`src/rtl/fetch_ctrl_pkg.sv`:
```
// Shared CPU fetch definitions: fetch FSM encodings and instruction width.
package fetch_ctrl_pkg;

  localparam int unsigned InstWidth = 32;
  localparam int unsigned PcWidth   = 32;

  typedef enum logic [1:0] {
    StIdle  = 2'd0,
    StReq   = 2'd1,
    StDrain = 2'd2
  } fetch_state_e;

  function automatic logic [PcWidth-1:0] next_seq_pc(input logic [PcWidth-1:0] pc);
    return pc + PcWidth'(4);
  endfunction

endpackage

```
`src/rtl/fetch_ctrl_buf.sv`:
```
// Single-entry fetch output buffer holding {valid, pc, inst}; flush beats load beats consume.
module fetch_buf
  import fetch_ctrl_pkg::*;
(
  input  logic                 clk,
  input  logic                 rst,
  input  logic                 load,
  input  logic                 consume,
  input  logic                 flush,
  input  logic [PcWidth-1:0]   load_pc,
  input  logic [InstWidth-1:0] load_inst,
  output logic                 valid,
  output logic [PcWidth-1:0]   pc,
  output logic [InstWidth-1:0] inst
);

  logic                 valid_q;
  logic [PcWidth-1:0]   pc_q;
  logic [InstWidth-1:0] inst_q;

  always_ff @(posedge clk) begin
    if (rst) begin
      valid_q <= 1'b0;
      pc_q    <= '0;
      inst_q  <= '0;
    end else if (flush) begin
      valid_q <= 1'b0;
    end else if (load) begin
      valid_q <= 1'b1;
      pc_q    <= load_pc;
      inst_q  <= load_inst;
    end else if (consume) begin
      valid_q <= 1'b0;
    end
  end

  assign valid = valid_q;
  assign pc    = pc_q;
  assign inst  = inst_q;

endmodule

```
`src/rtl/fetch_ctrl.sv`:
```
// Instruction-fetch sequencer: owns the PC, runs the imem req/ack handshake, applies redirects.
// Optional FETCH_MISALIGN_CHECK_EN: ignore misaligned redirects and raise sticky misalign_err.
module fetch_ctrl
  import fetch_ctrl_pkg::*;
#(
  parameter logic [31:0] RESET_PC = 32'h0000_0000
) (
  input  logic                 clk,
  input  logic                 rst,
  input  logic                 redirect_valid,
  input  logic [PcWidth-1:0]   redirect_pc,
  output logic                 imem_req,
  output logic [PcWidth-1:0]   imem_addr,
  input  logic                 imem_ack,
  input  logic [InstWidth-1:0] imem_rdata,
  output logic                 if_valid,
  output logic [PcWidth-1:0]   if_pc,
  output logic [InstWidth-1:0] if_inst,
  input  logic                 if_ready,
  output logic                 misalign_err
);

  fetch_state_e       state_q, state_d;
  logic [PcWidth-1:0] pc_q, pc_d;
  logic [PcWidth-1:0] pend_pc_q, pend_pc_d;
  logic               redir_take;
  logic [PcWidth-1:0] redir_tgt;
  logic               buf_load;
  logic               space;

`ifdef FETCH_MISALIGN_CHECK_EN
  logic misalign_q;

  assign redir_take = redirect_valid && (redirect_pc[1:0] == 2'b00);
  assign redir_tgt  = redirect_pc;

  always_ff @(posedge clk) begin
    if (rst) begin
      misalign_q <= 1'b0;
    end else if (redirect_valid && (redirect_pc[1:0] != 2'b00)) begin
      misalign_q <= 1'b1;
    end
  end

  assign misalign_err = misalign_q;
`else
  logic unused_redirect_lsb;

  assign unused_redirect_lsb = ^redirect_pc[1:0];
  assign redir_take          = redirect_valid;
  assign redir_tgt           = {redirect_pc[PcWidth-1:2], 2'b00};
  assign misalign_err        = 1'b0;
`endif

  assign space = !if_valid || if_ready;

  always_comb begin
    state_d   = state_q;
    pc_d      = pc_q;
    pend_pc_d = pend_pc_q;
    buf_load  = 1'b0;
    unique case (state_q)
      StIdle: begin
        if (redir_take) begin
          pc_d = redir_tgt;
        end else if (space) begin
          state_d = StReq;
        end
      end
      StReq: begin
        if (redir_take && imem_ack) begin
          pc_d    = redir_tgt;
          state_d = StIdle;
        end else if (redir_take) begin
          // Keep pc so imem_addr stays stable until the abandoned request is acked.
          pend_pc_d = redir_tgt;
          state_d   = StDrain;
        end else if (imem_ack) begin
          buf_load = 1'b1;
          pc_d     = next_seq_pc(pc_q);
          state_d  = StIdle;
        end
      end
      StDrain: begin
        if (redir_take) begin
          pend_pc_d = redir_tgt;
        end
        if (imem_ack) begin
          pc_d    = redir_take ? redir_tgt : pend_pc_q;
          state_d = StIdle;
        end
      end
      default: begin
        state_d = StIdle;
      end
    endcase
  end

  always_ff @(posedge clk) begin
    if (rst) begin
      state_q   <= StIdle;
      pc_q      <= RESET_PC;
      pend_pc_q <= '0;
    end else begin
      state_q   <= state_d;
      pc_q      <= pc_d;
      pend_pc_q <= pend_pc_d;
    end
  end

  fetch_buf u_buf (
    .clk       (clk),
    .rst       (rst),
    .load      (buf_load),
    .consume   (if_valid && if_ready),
    .flush     (redir_take),
    .load_pc   (pc_q),
    .load_inst (imem_rdata),
    .valid     (if_valid),
    .pc        (if_pc),
    .inst      (if_inst)
  );

  assign imem_req  = (state_q != StIdle);
  assign imem_addr = pc_q;

endmodule

```
`config.mk`:
```
export PLATFORM = sky130hd
export DESIGN_NAME = fetch_ctrl
export DESIGN_NICKNAME = d
export VERILOG_FILES = /design/src/rtl/fetch_ctrl_pkg.sv /design/src/rtl/fetch_ctrl_buf.sv /design/src/rtl/fetch_ctrl.sv
export SDC_FILE = /design/constraint.sdc
export NUM_CORES = 1
export LEC_CHECK = 0
export BUFFER_PORTS_ARGS = -buffer_cell sky130_fd_sc_hd__buf_2
export CELL_PAD_IN_SITES_DETAIL_PLACEMENT = 1
export CELL_PAD_IN_SITES_GLOBAL_PLACEMENT = 2
export CORE_AREA = 4 4 149 151
export CTS_BUF_LIST = sky130_fd_sc_hd__clkbuf_2
export CTS_CLUSTER_DIAMETER = 120
export CTS_CLUSTER_SIZE = 16
export DETAILED_ROUTE_END_ITERATION = 8
export DIE_AREA = 0 0 153 155
export GPL_TIMING_DRIVEN = 0
export PLACE_DENSITY = 0.87
export RECOVER_POWER = 100
export SYNTH_ARGS = -nofsm -noshare
export SYNTH_HDL_FRONTEND = slang
export SYNTH_SLANG_ARGS = --single-unit
```
`constraint.sdc`:
```
create_clock -name clk -period 2.81 [get_ports clk]
set_input_delay 0.562 -clock clk [delete_from_list [all_inputs] [get_ports clk]]
set_output_delay 0.562 -clock clk [all_outputs]
set_load 0.1 [all_outputs]
```
# ---- Word-level counts from Yosys, hierarchy flattened
# Cells that the tools add are included.
dict set report totals {
  rom_bits 0
  out_inout_bits 99
  latchBits 0
  memories 0
  ff_bits 131
  ramBits 0
}
dict set report classes {
  mux 21
  n_bitwise 1
  n_lt_le_gt_ge 0
  n_mul 0
  div_mod_pow 0
  n_addsub 1
  eq_ne 9
  shifts 0
  reduce_logical 14
}
# op n
set op_table {}
lappend op_table {{$mux W32} 7}
lappend op_table {{$pmux W32 S3} 1}
lappend op_table {{$pmux W32 S2} 1}
lappend op_table {{$add A32 B3 Y32 const B} 1}
lappend op_table {{$mux W2} 5}
lappend op_table {{$ne A2 B2 Y1 const B} 5}
lappend op_table {{$mux W1} 6}
lappend op_table {{$ne A3 B3 Y1 const B} 2}
lappend op_table {{$pmux W2 S3} 1}
lappend op_table {{$reduce_and A2 Y1} 3}
lappend op_table {{$reduce_bool A2 Y1} 3}
lappend op_table {{$reduce_and A5 Y1} 1}
lappend op_table {{$reduce_bool A3 Y1} 1}
lappend op_table {{$eq A2 B1 Y1 const B} 1}
lappend op_table {{$eq A2 B2 Y1 const B} 1}
lappend op_table {{$logic_and A1 B1 Y1} 2}
lappend op_table {{$logic_not A2 Y1} 1}
lappend op_table {{$reduce_or A2 Y1} 1}
lappend op_table {{$logic_not A1 Y1} 1}
lappend op_table {{$logic_or A1 B1 Y1} 1}
lappend op_table {{$not A1 Y1} 1}

# ---- Logic depth before layout (Yosys ltp)
# Gate-level depths: netlist of the first run.
dict set report logic_depth {
  ltp_word 5
  depth_mapped 10
  ltp_nobuf 7
}

# ---- Modules after synthesis
# A second synthesis of the first run with hierarchy kept.
dict set report unflattened {
  cells_unflattened 815
  area_unflattened_um2 7153.1
}
# mod cells_each n_inst seq_area_each_um2 area_per_inst_um2
set modules_own_cells {}
lappend modules_own_cells {fetch_ctrl 519 1 1321.3 3885.0}
lappend modules_own_cells {fetch_buf 296 1 1301.2 3268.1}

# ---- Worst setup path after synthesis of the first run
# OpenSTA, ideal clock, no wires.
dict set report synth_timing {
  path_kind {register -> register}
  startpoint {register pc_q[7] (netlist: imem_addr[7])}
  endpoint {register pc_q[25] (netlist: imem_addr[25])}
  setup_slack_ns 0.158
  path_buffers 1
  arrival_ns 2.538
  setup_ns 0.114
  synth_period_minus_slack_ns 2.652
  path_stages_with_launch 7
  cell_sequence {dfxtp_1 > buf_2 > nand4_4 > nor4_1 > nand4_1 > mux2i_1 > a2111oi_0}
}
dict set report synth_via {
  elab_chain_cells 5
}
# item line
set synth_rtl {}
lappend synth_rtl {{start: declaration} fetch_ctrl.sv:24} ;# logic [PcWidth-1:0] pc_q, pc_d;
lappend synth_rtl {{start signal: assignment} fetch_ctrl.sv:106} ;# pc_q <= pc_d;
lappend synth_rtl {{$add A32 B3 Y32} fetch_ctrl_pkg.sv:14} ;# return pc + PcWidth'(4);
lappend synth_rtl {{$mux W32} fetch_ctrl.sv:78} ;# end else if (imem_ack) begin
lappend synth_rtl {{$mux W32} fetch_ctrl.sv:74} ;# end else if (redir_take) begin
lappend synth_rtl {{$mux W32} fetch_ctrl.sv:71} ;# if (redir_take && imem_ack) begin
lappend synth_rtl {{$pmux W32 S3} fetch_ctrl.sv:62} ;# unique case (state_q)
# Every way passes these cells. The select of a mux whose other input is x is not followed.
# A chain may end at the register's enable or synchronous reset.

# ---- Worst setup path in the final report of the first run
dict set report layout_timing {
  startpoint {register state_q[0]}
  endpoint {register pc_q[11] (netlist: imem_addr[11])}
}
dict set report layout_via {
  elab_chain_cells 3
  word_cells_on_any_way 10
}
# item line
set layout_rtl {}
lappend layout_rtl {{start: declaration} fetch_ctrl.sv:23} ;# fetch_state_e state_q, state_d;
lappend layout_rtl {{start signal: assignment} fetch_ctrl.sv:101} ;# state_q <= StIdle;
lappend layout_rtl {{start signal: assignment} fetch_ctrl.sv:105} ;# state_q <= state_d;
lappend layout_rtl {{$eq A2 B1 Y1 (tied with other cells)} fetch_ctrl.sv:62}
lappend layout_rtl {{$ne A3 B3 Y1 (no source line) (tied with other cells)} --}
lappend layout_rtl {{$reduce_and A5 Y1 (no source line)} --}
# Parallel ways exist; a longest one is shown, timed or not.

==> qor.txt, run 1 <==
Syn nets: 872
First-pass GRT wire length: 36900 um
Commonest non-fill, non-tap cell in the layout: nand2_1
# IOs: 168
Total global-route track usage: 19.5%
Via Count: 6625
Vias in the first global route: 6463
Post-placement cell count: 1236
Reg2reg end: imem_addr[11]
PortBufs: 163
Tot Pwr: 4.30 mW
Most frequent cells in the layout: nand2_1, dfxtp_1, clkbuf_2
CTS tree: done
DR pass1 iterations: 5
Num CTS Buffers: 17
RSZ-0062 raised after global routing: false
Multi-input combinational cell area: 3220 um2
Worst Min Path Start: redirect_pc[12]
Worst-path clk slew: 0.19 ns
Die area: 23700 um2
Root Buffer: clkbuf_2
Pwr dens: 546 nW/um2
Initial antenna violation count: 1
CTS Sinks: 131
Routability cong.: 0.822
Final setup fails: 0
H-tree levels: 4
Pleak: 3.16 nW
Num rows: 53
Peak supply drop: 0.000181 V
Post-synth EDFFs: 0
R2R setup slack: 0.17 ns
Final core utilization: 37.9%
Hold Vio Cnt, Final: 0
Worst setup margin: 0.174 ns
Post-Synthesis Cells: 798
Total global routing overflow: 0
Register Area: 2620 um2
Starting Density: 29.6%
Ys async rst share: 0%
Die height: 155 um
Clock Skews: 0.0359 ns
Post-synthesis register bit count: 131
Fin. max-slew vios: 0
R2r startpoint: state_q[0]
Initial drt markers: 388
Die span in x: 153 um
Dpl ws: 0.178 ns
Detail Route Antenna Nets: 0
WL/cell: 18.4 um
WP data arrival: 3.23 ns
Critical-path maximum fanout: 10
Clock latency on the worst-skew pair: 0.72 ns
Highest Clock Rate: 379 MHz
WS Path Type: register to register
Cell Count, Final, Fillers Out: 1303
Crit share post-route: 93.8%
Cell Area, Synth: 6170 um2
Hold Path Depth: 3
Worst setup SP type: register
Fin crit period: 2.64 ns
Setup TNS: 0 ns
Endpoint, Worst Hold: pend_pc_q[12]
Fill count: 2639
Worst slew margin: 49.5%
Worst-Margin Slew: 0.755 ns
Sequential cell area fraction in the yosys report: 42.5%
Post-DP HPWL: 17700 um
Largest net degree at the start of global routing: 17
Ys flop type: dfxtp_1
Max clock buf depth: 2
Layout cells sized above 1: 23.2%
Hold WC Path Type: input pin to register
Number of nets in the layout: 1088
# DRC: 0
Core region area: 20800 um2
Outcome: finished, final reports clean
Wirelength, routed: 24000 um
Max capacitance violation total: 0
Library cells used by synthesis: 70
Ys Warns: 0
CP required: 3.41 ns
Reg2reg path depth: 9
Crit end category: register
Post-DR vias/cell: 5.08
Area Growth Syn to Fin: 27.7%
Syn_area_per_cell: 7.74 um2
worst max path at each step:
stage	end	cells past startpoint	slack, ns	from
after floorplan	imem_addr[25]	6	0.16	imem_addr[7]
after global placement	imem_addr[30]	8	0.19	state_q[0]
after detailed placement	imem_addr[30]	8	0.18	state_q[0]
after CTS	imem_req	4	0.12	state_q[0]
after global routing	imem_addr[20]	10	0.02	state_q[0]
final	imem_addr[11]	9	0.17	state_q[0]
area by class of cell:
| class | instances | share of cell area (%) |
|---|---|---|
| clock inverter | 13 | 1.49 |
| multi-input combinational | 596 | 40.9 |
| inverter | 7 | 0.333 |
| tap | 275 | 4.37 |
| clock buffer | 19 | 1.21 |
| sequential | 131 | 33.3 |
| antenna | 1 | 0.0317 |
| buffer | 64 | 3.83 |
| timing repair buffer | 197 | 14.6 |
where the power goes:
part	internal [mW]	switching, mW
clock network	0.395	0.716
logic	0.284	0.868
registers	1.94	0.0990
sequential cells by signal, indices dropped and copies added (netlist names):
signal and flops:
imem_addr 32, pend_pc_q 32, u_buf.inst 32, u_buf.pc 32, state_q 2, u_buf.valid 1
critical path, cell delays in order, from the launching register on:
cell,delay (ns)
dfxtp_1,0.45
inv_1,0.09
ha_1,0.19
buf_2,0.19
o21bai_1,0.30
nand3b_2,0.32
clkbuf_2,0.32
a221oi_1,0.40
o31a_1,0.21
nor3_1,0.05
repair_timing:
item / CTS / global route
buffers inserted: 0 / 3
endpoints found under the hold margin: 12 / 19
endpoints found under the setup margin: 0 / 5
resized for setup: 0 / 5
hold buffers: 12 / 19
synth_stat cells, types with 5 or more instances:
library cell	n	area (um2)
nand4_1	6	37.5
o21ai_0	30	150
buf_4	5	37.5
nand3_1	13	65.1
a21oi_1	113	566
a31oi_1	10	62.6
dfxtp_1	131	2620
o22ai_1	6	37.5
nor2_1	33	124
nand2_1	225	845
and4_1	6	52.6
a211oi_1	11	82.6
buf_2	23	115
clkbuf_1	33	124
nor4_1	9	56.3
and2_1	6	37.5
nand2b_1	7	43.8
a221oi_1	5	43.8
inv_1	7	26.3
or3_1	5	31.3
ha_1	5	62.6
nor3_1	11	55.1
xor2_1	5	43.8
mux2i_1	11	110
kinds of logic after synthesis:
logic type / share of synthesized area (%)
and+or+nand+nor: 25.6
AOI/OAI and AO/OA: 22.8
DFF: 42.5
buffers and inverters: 5.33
muxes: 1.97
adders and majority gates: 1.01
xor gates and xnor gates: 0.709
other: 0.0607
metal layers:
layer / vias up / part of all wire [%] / global-route usage (%)
li1: 3240 / - / -
met1: 3165 / 46 / 26.2
met2: 195 / 47 / 32.3
met3: 25 / 5.4 / 4.39
met4: 0 / 1.3 / 4.71
met5: - / 0 / 0
through the flow:
step                area (um2)  hold WS, ns
finish                    7880       0.0673
global route              7880     0.000864
CTS                       7670     0.000332
detailed placement        7330        0.445
global placement          7330        0.440
floorplan                 6170        0.432
Note: power is estimated with default switching activity, not from simulation.
==> run 2, diff against run 1 <==
ABC_AREA = 1   (was default)
CORE_AREA = 4 4 156 158   (was 4 4 149 151)
DIE_AREA = 0 0 160 162   (was 0 0 153 155)
PLACE_DENSITY = 0.88   (was 0.87)
TNS_END_PERCENT = 1   (was default)
==> qor.txt, run 2 <==
Outcome: finished, final reports clean
Post-synth EDFFs: 0
Total global-route track usage: 20.2%
Worst setup SP type: register
Hold Vio Cnt, Final: 0
Critical-path maximum fanout: 4
Via Count: 7553
Clock Skews: 0.0380 ns
Die height: 162 um
Synth area leaders: dfxtp_1, nand2_1, a21oi_1
Commonest non-fill, non-tap cell in the layout: nand2_1
Worst-path clk slew: 0.23 ns
Worst path top cell family by delay: buffers and inverters
Worst-Margin Slew: 0.768 ns
# diodes: 0
Pwr dens: 595 nW/um2
# DRC: 0
Ys Warns: 0
PortBufs: 161
Library cells used by synthesis: 36
Largest net degree at the start of global routing: 17
RSZ-0062 raised after global routing: false
Hold WC Path Type: input pin to register
Ys flop type: dfxtp_1
Area Growth Syn to Fin: 23.0%
Post-DP HPWL: 20700 um
CTS tree: done
Total global routing overflow: 0
Most frequent cells in the layout: nand2_1, dfxtp_1, a21oi_1
Num CTS Buffers: 17
Post-DR vias/cell: 5.14
Final setup fails: 0
Vias in the first global route: 7631
Syn_area_per_cell: 6.76 um2
Worst slew margin: 48.8%
Number of nets in the layout: 1241
Tot Pwr: 4.83 mW
Sequential cell area fraction in the yosys report: 39.8%
Cell with the most instances after synthesis: nand2_1
Largest stage delay on the critical path: 0.45 ns
Hold Path Depth: 3
CP dominant cell by count: inv_1
Post-synthesis register bit count: 131
H-tree levels: 4
Crit path cell chain: inv_1, ha_1, inv_1, buf_2
Max capacitance violation total: 0
CP max-delay cell: dfxtp_1
WP data arrival: 2.07 ns
First-pass GRT wire length: 41800 um
DR pass1 iterations: 5
Max clock buf depth: 2
Pleak: 3.26 nW
Num rows: 56
Fill count: 3037
Crit path depth: 4
Fin. max-slew vios: 0
Die span in x: 160 um
Peak supply drop: 0.000324 V
Crit share post-route: 93.8%
WL/cell: 18.1 um
Die area: 25900 um2
Setup TNS: 0 ns
CTS Sinks: 131
Syn nets: 1049
Highest Clock Rate: 379 MHz
Core region area: 23100 um2
# IOs: 168
Initial antenna violation count: 0
Initial drt markers: 344
Reg2reg path depth: 8
Clock latency on the worst-skew pair: 0.73 ns
Crit end category: output pin
CP required: 2.25 ns
Post-cts resize count: 0
Routability cong.: 0.846
Ys async rst share: 0%
Commonest cells post-synth: nand2_1, dfxtp_1, a21oi_1
Buf/Inv on CP: 3
Starting Density: 28.5%
Wirelength, routed: 26600 um
Yosys top cell by area: dfxtp_1
Fin crit period: 2.64 ns
WS Path Type: register to output pin
Post-synth top area share: 39.8%
Cell Area, Synth: 6600 um2
Detail Route Antenna Nets: 0
Post-Synthesis Cells: 975
Layout cells sized above 1: 19.2%
Root Buffer: clkbuf_2
## run 2: changes by cell type in the layout (fill, tap and decap cells not counted), moves of 9 or more
| cell | delta |
|---|---|
| nand3_1 | +84 |
| nor2_1 | +53 |
| inv_1 | +48 |
| o21ai_0 | +48 |
| dlygate4sd3_1 | -19 |
| clkbuf_1 | +16 |
| a211oi_1 | +14 |
| a21oi_1 | +13 |
| mux2i_1 | -11 |
| clkbuf_2 | -9 |
## run 2: metal layers
metal / vias to the layer above / track usage, % / part of all wire [%]
met5: - / 0 / 0
met4: 0 / 4.26 / 1.0
met3: 25 / 3.43 / 4.4
met2: 188 / 34.9 / 49
met1: 3670 / 26.6 / 46
li1: 3670 / - / -
## run 2: through the flow
| step | std cells | util (%) | setup WS (ns) | hold WS (ns) | area (um2) |
|---|---|---|---|---|---|
| 3_3_place_gp | 1426 | 33.6 | 0.594 | 0.437 | 7760 |
| 6_report | 1470 | 35.1 | 0.173 | 0.0752 | 8110 |
| 2_1_floorplan | 975 | - | 0.533 | 0.424 | 6600 |
| 4_1_cts | 1470 | 35.1 | 0.137 | 0.0177 | 8130 |
| 3_5_place_dp | 1426 | 33.6 | 0.610 | 0.446 | 7760 |
| 5_1_grt | 1470 | 35.1 | 0.0416 | 0.0122 | 8110 |
## run 2: cell families after synthesis
group	count (synthesis)	synth area share (%)
other	1	0.0569
XOR/XNOR	6	0.797
AO/OA/AOI/OAI	263	21.7
buffers and inverters	123	7.85
flip-flops	131	39.8
AND/OR/NAND/NOR	446	28.9
adder cells (fa/ha/maj)	5	0.949
## run 2: final timing paths
| check | startpoint | end | slack [ns] |
|---|---|---|---|
| max | state_q[0] | imem_req | 0.17 |
| min | imem_rdata[29] | u_buf.inst[29] | 0.08 |
| max reg2reg | state_q[1] | u_buf.inst[4] | 0.33 |
| min reg2reg | pend_pc_q[6] | pend_pc_q[6] | 0.47 |
## run 2: worst reg2reg max path: stages (launching register included)
cell and delay (ns):
dfxtp_1 0.40, inv_1 0.09, ha_1 0.29, inv_1 0.11, nor2_1 0.31, clkbuf_1 0.50, clkbuf_1 0.40, nand3_1 0.13
a21oi_1 0.17
## run 2: where the power goes
group	total [mW]	internal (mW)	switching [mW]
clock network	1.24	0.415	0.824
logic	1.43	0.307	1.13
registers	2.15	1.99	0.167
## run 2: layout make-up
class,instances,area [um2],area share [%]
clock inverters,15,158,1.94
repair buffers,173,926,11.4
inverters,57,214,2.64
multi-input cells,721,3450,42.5
well taps,290,363,4.47
flip-flops and latches,131,2620,32.3
plain buffers,66,295,3.64
clock buffers,17,85.1,1.05
## run 2: repair_timing
action                    CTS  global route
hold endpoints to repair   12             0
hold buffers               12             0
buffers inserted            0             0
==> run 3, diff against run 2 <==
MAX_ROUTING_LAYER = met4   (was default)
==> qor.txt, run 3 (same netlist as run 2, synthesis figures left out) <==
Highest Clock Rate: 381 MHz
Fill count: 3037
CP dominant cell by count: inv_1
CP required: 2.25 ns
Routability cong.: 0.859
Core region area: 23100 um2
H-tree levels: 4
CTS Sinks: 131
Root Buffer: clkbuf_2
WP data arrival: 2.06 ns
Worst path top cell family by delay: buffers and inverters
Total global routing overflow: 0
Worst hold margin: 0.0873 ns
RSZ-0062 raised after global routing: false
Reg power frac: 44.7%
Starting Density: 28.5%
Clock latency on the worst-skew pair: 0.72 ns
Post-DR vias/cell: 5.11
Crit path cell chain: inv_1, ha_1, inv_1, buf_2
Num rows: 56
Vias in the first global route: 7639
Most frequent cells in the layout: nand2_1, dfxtp_1, a21oi_1
Critical-path maximum fanout: 4
Post-placement cell count: 1426
Layout cells sized above 1: 19.2%
Worst-Margin Slew: 0.783 ns
Cell Count, Final, Fillers Out: 1470
First-pass GRT wire length: 41700 um
Reg2reg end: u_buf.inst[4]
CTS tree: done
Die area: 25900 um2
# IOs: 168
Crit end category: output pin
Worst setup SP type: register
Hold buffers post-CTS: 12
Internal Power: 2.71 mW
Pwr dens: 594 nW/um2
Final core utilization: 35.1%
Largest stage delay on the critical path: 0.44 ns
# DRC: 0
Peak supply drop: 0.000324 V
Crit path depth: 4
Area Growth Syn to Fin: 23.0%
# diodes: 0
Number of nets in the layout: 1241
Total global-route track usage: 20.8%
Hold Vio Cnt, Final: 0
Post-DP HPWL: 20700 um
Worst-path clk slew: 0.22 ns
Worst setup margin: 0.186 ns
Max capacitance violation total: 0
Setup Buffers After CTS: 0
Reg2reg path depth: 8
Cell area after placement: 7760 um2
DR pass1 iterations: 5
Clock Skews: 0.0312 ns
Commonest non-fill, non-tap cell in the layout: nand2_1
Clk pwr share: 25.6%
Crit share post-route: 93.4%
Switching Share: 43.8%
Outcome: finished, final reports clean
Final setup fails: 0
CP max-delay cell: dfxtp_1
Comb power frac: 29.7%
Die height: 162 um
Fin crit period: 2.62 ns
Largest net degree at the start of global routing: 17
Num CTS Buffers: 17
Via Count: 7513
Worst Setup SP: state_q[0]
Dpl ws: 0.610 ns
Cell area after layout: 8110 um2
Post-cts resize count: 0
Initial antenna violation count: 0
R2R setup slack: 0.33 ns
Pleak: 3.26 nW
Wirelength, routed: 26600 um
Die span in x: 160 um
PortBufs: 161
Buf/Inv on CP: 3
WS Path Type: register to output pin
Fin. max-slew vios: 0
Tot Pwr: 4.82 mW
Switching power: 2.11 mW
WL/cell: 18.1 um
R2r startpoint: state_q[1]
Hold WC Path Type: input pin to register
Setup TNS: 0 ns
Setup crit end: imem_req
Max clock buf depth: 2
Initial drt markers: 365
Detail Route Antenna Nets: 0
Worst slew margin: 47.8%
## run 3: cell counts in the layout (fill, tap and decap cells not counted)
No cell type changed its count.
## run 3: per-layer routing
layer  GRT usage [%]  wire, um
met4            4.26       259
met5               -         0
met2            34.9     13100
met1            26.7     12300
met3            3.25      1020
## run 3: worst reg2reg max path: cells and delay by family (launching register included)
kind,cells,cell delay (ns)
AOI/OAI and AO/OA,1,0.17
adders and majority gates,1,0.29
buffers and inverters,4,1.10
DFF,1,0.40
and+or+nand+nor,2,0.44
## run 3: final cells by class
class                      instances  area [um2]  area share [%]
multi-input combinational        721        3450            42.5
sequential                       131        2620            32.3
timing repair buffer             173         926            11.4
tap                              290         363            4.47
buffer                            66         295            3.64
inverter                          57         214            2.64
clock inverter                    15         158            1.94
clock buffer                      17        85.1            1.05
## run 3: worst min-delay path by stage
stage,start,endpoint,cells past startpoint
3_5_place_dp,pend_pc_q[6],pend_pc_q[6],2
3_3_place_gp,pend_pc_q[9],pend_pc_q[9],2
2_1_floorplan,pend_pc_q[10],pend_pc_q[10],2
5_1_grt,imem_rdata[13],u_buf.inst[13],3
4_1_cts,imem_rdata[27],u_buf.inst[27],3
6_report,imem_rdata[29],u_buf.inst[29],3
## run 3: power groups by stage
stage          Combinational [mW]  Sequential, mW  Clock, mW
6_report                     1.43            2.16       1.23
5_1_grt                      1.54            2.17       1.35
4_1_cts                      1.45            2.15       1.28
3_5_place_dp                 1.43            2.19          0
3_3_place_gp                 1.41            2.19          0
2_1_floorplan               0.513            2.70          0
